<file path="src/rtl/muldiv_sequencer_pkg.sv">
// muldiv_sequencer_pkg: shared op encoding, FSM states and default sizes for the mul/div sequencer.
package muldiv_sequencer_pkg;
    localparam logic OP_MUL = 1'b0;
    localparam logic OP_DIV = 1'b1;
    localparam int DEF_WIDTH = 8;
    localparam int DEF_ADRW = 4;
    typedef enum logic [1:0] {IDLE, CALC, WB} state_t;
endpackage

</file>
<file path="src/rtl/muldiv_sequencer_if.sv">
// muldiv_sequencer_if: CPU-side request and register-file writeback bundle of the mul/div sequencer.
interface muldiv_sequencer_if #(
    parameter int WIDTH = muldiv_sequencer_pkg::DEF_WIDTH,
    parameter int ADRW = muldiv_sequencer_pkg::DEF_ADRW
);
    logic start;
    logic op;
    logic [WIDTH-1:0] srcA;
    logic [WIDTH-1:0] srcB;
    logic [ADRW-1:0] dstAdr;
    logic busy;
    logic done;
    logic writeEn;
    logic [ADRW-1:0] writeAdr;
    logic [WIDTH-1:0] writeData;
    logic [WIDTH-1:0] hiData;
    logic divByZero;
    modport master (
        output start, op, srcA, srcB, dstAdr,
        input busy, done, writeEn, writeAdr, writeData, hiData, divByZero
    );
    modport slave (
        input start, op, srcA, srcB, dstAdr,
        output busy, done, writeEn, writeAdr, writeData, hiData, divByZero
    );
endinterface

</file>
<file path="src/rtl/muldiv_datapath.sv">
// muldiv_datapath: one shift-add multiply or restoring divide step per cycle; lo/hi are the post-step values.
module muldiv_datapath
    import muldiv_sequencer_pkg::*;
#(
    parameter int WIDTH = DEF_WIDTH
) (
    input  logic             clk,
    input  logic             rst,
    input  logic             load,
    input  logic             step,
    input  logic             op,
    input  logic [WIDTH-1:0] a,
    input  logic [WIDTH-1:0] b,
    output logic [WIDTH-1:0] lo,
    output logic [WIDTH-1:0] hi,
    output logic             last,
    output logic             dz
);
    localparam int CW = $clog2(WIDTH) + 1;
    logic [WIDTH-1:0] acc, sh, m;
    logic op_r;
    logic [CW-1:0] cnt;
    logic [WIDTH:0] sum, r;
    logic ge;
    // A zero divisor makes every trial subtract succeed, which yields all-ones and the dividend with no special case.
    always_comb begin
        sum = {1'b0, acc} + (sh[0] ? {1'b0, m} : '0);
        r = {acc, sh[WIDTH-1]};
        ge = r >= {1'b0, m};
        lo = op_r == OP_MUL ? {sum[0], sh[WIDTH-1:1]} : {sh[WIDTH-2:0], ge};
        hi = op_r == OP_MUL ? sum[WIDTH:1] : (ge ? r[WIDTH-1:0] - m : r[WIDTH-1:0]);
    end
    assign last = cnt == CW'(WIDTH - 1);
    assign dz = op_r == OP_DIV && m == '0;
    always_ff @(posedge clk or posedge rst)
        if (rst) begin
            acc <= '0;
            sh <= '0;
            m <= '0;
            op_r <= OP_MUL;
            cnt <= '0;
        end else if (load) begin
            acc <= '0;
            sh <= a;
            m <= b;
            op_r <= op;
            cnt <= '0;
        end else if (step) begin
            acc <= hi;
            sh <= lo;
            cnt <= cnt + 1'b1;
        end
endmodule

</file>
<file path="src/rtl/muldiv_sequencer.sv">
// muldiv_sequencer: IDLE/CALC/WB control around the iterative datapath, with registered writeback outputs.
module muldiv_sequencer
    import muldiv_sequencer_pkg::*;
#(
    parameter int WIDTH = DEF_WIDTH,
    parameter int ADRW = DEF_ADRW
) (
    input logic clk,
    input logic rst,
    muldiv_sequencer_if.slave bus
);
    state_t state;
    logic [ADRW-1:0] dst;
    logic [WIDTH-1:0] lo, hi;
    logic last, dz;
    muldiv_datapath #(.WIDTH(WIDTH)) u_dp (
        .clk  (clk),
        .rst  (rst),
        .load (state == IDLE && bus.start),
        .step (state == CALC),
        .op   (bus.op),
        .a    (bus.srcA),
        .b    (bus.srcB),
        .lo   (lo),
        .hi   (hi),
        .last (last),
        .dz   (dz)
    );
    always_ff @(posedge clk or posedge rst)
        if (rst) begin
            state <= IDLE;
            dst <= '0;
            bus.busy <= 1'b0;
            bus.done <= 1'b0;
            bus.writeEn <= 1'b0;
            bus.writeAdr <= '0;
            bus.writeData <= '0;
            bus.hiData <= '0;
            bus.divByZero <= 1'b0;
        end else begin
            bus.done <= 1'b0;
            bus.writeEn <= 1'b0;
            case (state)
                IDLE: if (bus.start) begin
                    state <= CALC;
                    bus.busy <= 1'b1;
                    dst <= bus.dstAdr;
                end
                CALC: if (last) begin
                    state <= WB;
                    bus.done <= 1'b1;
                    bus.writeEn <= dst != '0;
                    bus.writeAdr <= dst;
                    bus.writeData <= lo;
                    bus.hiData <= hi;
                    bus.divByZero <= dz;
                end
                WB: begin
                    state <= IDLE;
                    bus.busy <= 1'b0;
                end
                default: state <= IDLE;
            endcase
        end
endmodule

</file>
<file path="src/flat_wrapper.sv">
// flat-port wrapper written by rule: the top's interface ports become plain ports
module muldiv_sequencer_flat import muldiv_sequencer_pkg::*;
#(
    parameter int WIDTH = DEF_WIDTH,
    parameter int ADRW = DEF_ADRW
)
  (clk, rst, bus_start, bus_op, bus_srcA, bus_srcB, bus_dstAdr, bus_busy, bus_done, bus_writeEn, bus_writeAdr, bus_writeData, bus_hiData, bus_divByZero);
  muldiv_sequencer_if #(.WIDTH(WIDTH), .ADRW(ADRW)) bus_i ();
  input logic clk;
  input logic rst;
  input wire logic [$bits(bus_i.start)-1:0] bus_start;
  input wire logic [$bits(bus_i.op)-1:0] bus_op;
  input wire logic [$bits(bus_i.srcA)-1:0] bus_srcA;
  input wire logic [$bits(bus_i.srcB)-1:0] bus_srcB;
  input wire logic [$bits(bus_i.dstAdr)-1:0] bus_dstAdr;
  output wire logic [$bits(bus_i.busy)-1:0] bus_busy;
  output wire logic [$bits(bus_i.done)-1:0] bus_done;
  output wire logic [$bits(bus_i.writeEn)-1:0] bus_writeEn;
  output wire logic [$bits(bus_i.writeAdr)-1:0] bus_writeAdr;
  output wire logic [$bits(bus_i.writeData)-1:0] bus_writeData;
  output wire logic [$bits(bus_i.hiData)-1:0] bus_hiData;
  output wire logic [$bits(bus_i.divByZero)-1:0] bus_divByZero;
  assign bus_i.start = bus_start;
  assign bus_i.op = bus_op;
  assign bus_i.srcA = bus_srcA;
  assign bus_i.srcB = bus_srcB;
  assign bus_i.dstAdr = bus_dstAdr;
  assign bus_busy = bus_i.busy;
  assign bus_done = bus_i.done;
  assign bus_writeEn = bus_i.writeEn;
  assign bus_writeAdr = bus_i.writeAdr;
  assign bus_writeData = bus_i.writeData;
  assign bus_hiData = bus_i.hiData;
  assign bus_divByZero = bus_i.divByZero;
  muldiv_sequencer #(.WIDTH(WIDTH), .ADRW(ADRW)) u_core (.clk(clk), .rst(rst), .bus(bus_i));
endmodule
</file>
<file path="config.mk">
export PLATFORM = sky130hd
export DESIGN_NAME = muldiv_sequencer_flat
export DESIGN_NICKNAME = d
export VERILOG_FILES = /design/src/rtl/muldiv_sequencer_pkg.sv /design/src/rtl/muldiv_sequencer_if.sv /design/src/rtl/muldiv_datapath.sv /design/src/rtl/muldiv_sequencer.sv /design/src/flat_wrapper.sv
export SDC_FILE = /design/constraint.sdc
export NUM_CORES = 1
export LEC_CHECK = 0
export BUFFER_PORTS_ARGS = -buffer_cell sky130_fd_sc_hd__buf_2
export CORE_UTILIZATION = 56
export CTS_CLUSTER_SIZE = 28
export DETAILED_ROUTE_END_ITERATION = 8
export GPL_TIMING_DRIVEN = 0
export PLACE_DENSITY_LB_ADDON = 0.25
export SLEW_MARGIN = 20
export SYNTH_ARGS = -nofsm -noshare
export SYNTH_HDL_FRONTEND = slang
export SYNTH_HIERARCHICAL = 1
export SYNTH_SLANG_ARGS = --single-unit
</file>
<file path="constraint.sdc">
create_clock -name clk -period 2.9 [get_ports clk]
set_input_delay 0.435 -clock clk [delete_from_list [all_inputs] [get_ports clk]]
set_output_delay 0.435 -clock clk [all_outputs]
set_load 0.01 [all_outputs]
</file>
==> impl_metrics.yaml <==
clock_network:
  postCtsSetupBuffers: 0
  cts-root-buf: "clkbuf_8"
  cts_tree: "built"
  cts_buffers: 9
  clock-sinks: 59
  clkTransAtPathRegs_ns: 0.07
  clockBufferDepth: 2
  cts_resized: 0
  cts.htree.levels: 3
  clk_latency_ns: 0.34
  cts_hold_buffers: 0
place:
  dpl.cell_count: 447
  gp_congestion: 0.9309
  portBuffers: 47
  dpl.hpwl_um: 5716
worst_setup_path:
  endpoint: "u_core/bus.hiData[7]"
  worstSetupStartpointType: "flip-flop"
  critPathLaunch: "u_core/u_dp/sh[0]"
  worstReg2RegStart: "u_core/u_dp/sh[0]"
  cp_max_fo: 10
  ff2ff_setup_slack_ns: 0.28
  worst-r2r-cell-count: 9
  cp_data_required_time_ns: 3.13
  path_class: "reg -> reg"
  arrival_ns: 2.84
  r2r_end: "u_core/bus.hiData[7]"
  endpoint_kind: "flip-flop"
pwr:
  powerDensity_nw_per_um2: 1397
  p_leak_nw: 1.927
  ir_drop_v: 0.0008177
drt:
  drtIter0Drc: 147
  viasPerCell: 5.797
  drt_pass1_iterations: 5
  route.detailed.drc: 0
  antenna_left: 0
  routed_wl_um: 7849
  wl_per_cell_um: 16.95
  route.vias.total: 2684
synth:
  ys_seq_area_frac: 0.4305
  synth.most_common_cell: "dfrtp_1"
  synth_top_area_frac: 0.4305
  synth_ff_type: "dfrtp_1"
  synth-edff-count: 0
  synth.distinct_cells: 55
  synth.top_cells.by_count: "dfrtp_1, nand2_1, mux2_2"
  synth_largest_area_cell: "dfrtp_1"
  yosysWarnings: 6
  async_flop_share: 1.000
  synth-seq-cells: 59
  synthCells: 325
  yosys-top-cells-area: "dfrtp_1, mux2_2, ha_1"
  synthesis.area_um2: 3430
  postSynthAreaPerCell_um2: 10.55
  synth_fp_nets: 368
layout:
  layoutNonFillerInstCount: 463
  seq_area_um2: 1476
  multiInputGateArea_um2: 1817
  fin_nets: 426
  drive_gt1_frac: 0.3067
  nFillCells: 478
  antenna_cells: 0
  areaGrowthSynthToFinish_pct: 15.87
min_path:
  hold_path_class: "in -> async"
timing:
  max_clock_freq_mhz: 381.9
  hold_slack_ns: 0.1933
  skew_ns: 0.005849
  grt_setup_unrepaired: "no"
  finalCritPeriodShare: 0.9028
  fin_crit_ns: 2.618
  finalHoldViolations: 0
  setup_viol_count_final: 0
  tightest_slew_ns: 0.7123
  slew_viol_final: 0
  setup_tns_ns: 0
  slew_headroom: 0.5252
flow_run:
  drv_cap: 0
grt:
  grt_overflow_total: 0
  grt_pass1_vias: 2574
  grt_first_pass_wirelength_um: 12610
  grt_usage: 0.2642
  grt_start_max_net_pins: 31
  antenna_found_initial: 0
floorplan:
  io_pins: 48
  die-area_um2: 6441
  die_x_um: 80.26
  row_count: 28
  chipHeight_um: 80.26
  coreArea_um2: 5921
  initial_core_util: 0.5792
status:
  status: "finished clean"
power by group:
part / total (W) / leakage (nW) / switching, W / internal [W]
Clock: 0.000831 / 0.109 / 0.000349 / 0.000482
Sequential: 0.00154 / 0.727 / 0.000326 / 0.00122
Combinational: 0.00318 / 1.09 / 0.00174 / 0.00144
metrics by stage:
stage,worst slack [ns],instance area (µm²),power [W],utilization
after floorplan,0.7160,3430,0.003891,-
after global placement,0.2583,3759,0.004589,0.6348
after detailed placement,0.3073,3759,0.004683,0.6348
after CTS,0.2835,3974,0.005543,0.6712
after global routing,0.06350,3974,0.005979,0.6712
final,0.2818,3974,0.005552,0.6712
worst min path at each step:
stage / cells past startpoint / from / slack [ns] / end
after global routing: 2 / rst / 0.24 / u_core/u_dp/cnt[2]
after detailed placement: 1 / u_core/bus.writeAdr[1] / 0.49 / u_core/bus.writeAdr[1]
after floorplan: 1 / u_core/state[1] / 0.48 / u_core/bus.busy
final: 2 / rst / 0.19 / u_core/u_dp/sh[4]
after global placement: 1 / u_core/bus.writeAdr[2] / 0.48 / u_core/bus.writeAdr[2]
after CTS: 2 / rst / 0.20 / u_core/u_dp/sh[4]
area by class of cell:
cell class / instances / share of cell area
multi-input combinational: 236 / 0.4572
sequential: 59 / 0.3715
clock inverter: 7 / 0.02298
tap: 75 / 0.02361
timing repair buffer: 47 / 0.05919
buffer: 12 / 0.01606
clock buffer: 9 / 0.03117
inverter: 18 / 0.01826
sequential cells by signal (all words and copies together), names as in the netlist, 2 cells and up:
name                  count
u_core/u_dp/cnt           4
u_core/u_dp/sh            8
u_core/bus.hiData         8
u_core/dst                4
u_core/state              2
u_core/bus.writeAdr       4
u_core/u_dp/acc           8
u_core/u_dp/m             8
u_core/bus.writeData      8
worst max-delay path, cell delays in order (launching register included):
cell and delay (ns):
dfrtp_1 0.50, and2_1 0.20, ha_1 0.21, fa_1 0.42, a21o_1 0.21, a21boi_0 0.34, o21ai_0 0.17, nor2_1 0.11
a31oi_1 0.06, mux2_4 0.28
cell usage in the layout (no fill, tap or decap), types with 10 or more instances in the layout:
cell / Yosys / layout
nand2_1: 29 / 29
ha_1: 17 / 17
a21oi_1: 10 / 10
nor3_1: 10 / 10
mux2_2: 23 / 23
buf_2: 2 / 49
inv_1: 17 / 15
o21ai_0: 21 / 21
dfrtp_1: 59 / 59
nor2_1: 22 / 22
mux2i_1: 10 / 10
metal layers:
layer / track usage / up-vias / share of wire
met3: 0.06477 / 8 / 0.061
met1: 0.3363 / 1315 / 0.44
met4: 0.07143 / 0 / 0.0068
met5: 0 / - / 0
li1: - / 1267 / -
met2: 0.4470 / 94 / 0.49
logic make-up after synthesis:
kind of cell,Yosys count,share of synthesized area
XOR/XNOR,12,0.03065
buffers and inverters,30,0.03977
AND/OR/NAND/NOR,97,0.1481
flip-flops,59,0.4305
adder cells (fa/ha/maj),19,0.07370
AO/OA/AOI/OAI,66,0.1332
multiplexers,42,0.1441
Note: power is estimated with default switching activity, not from simulation.
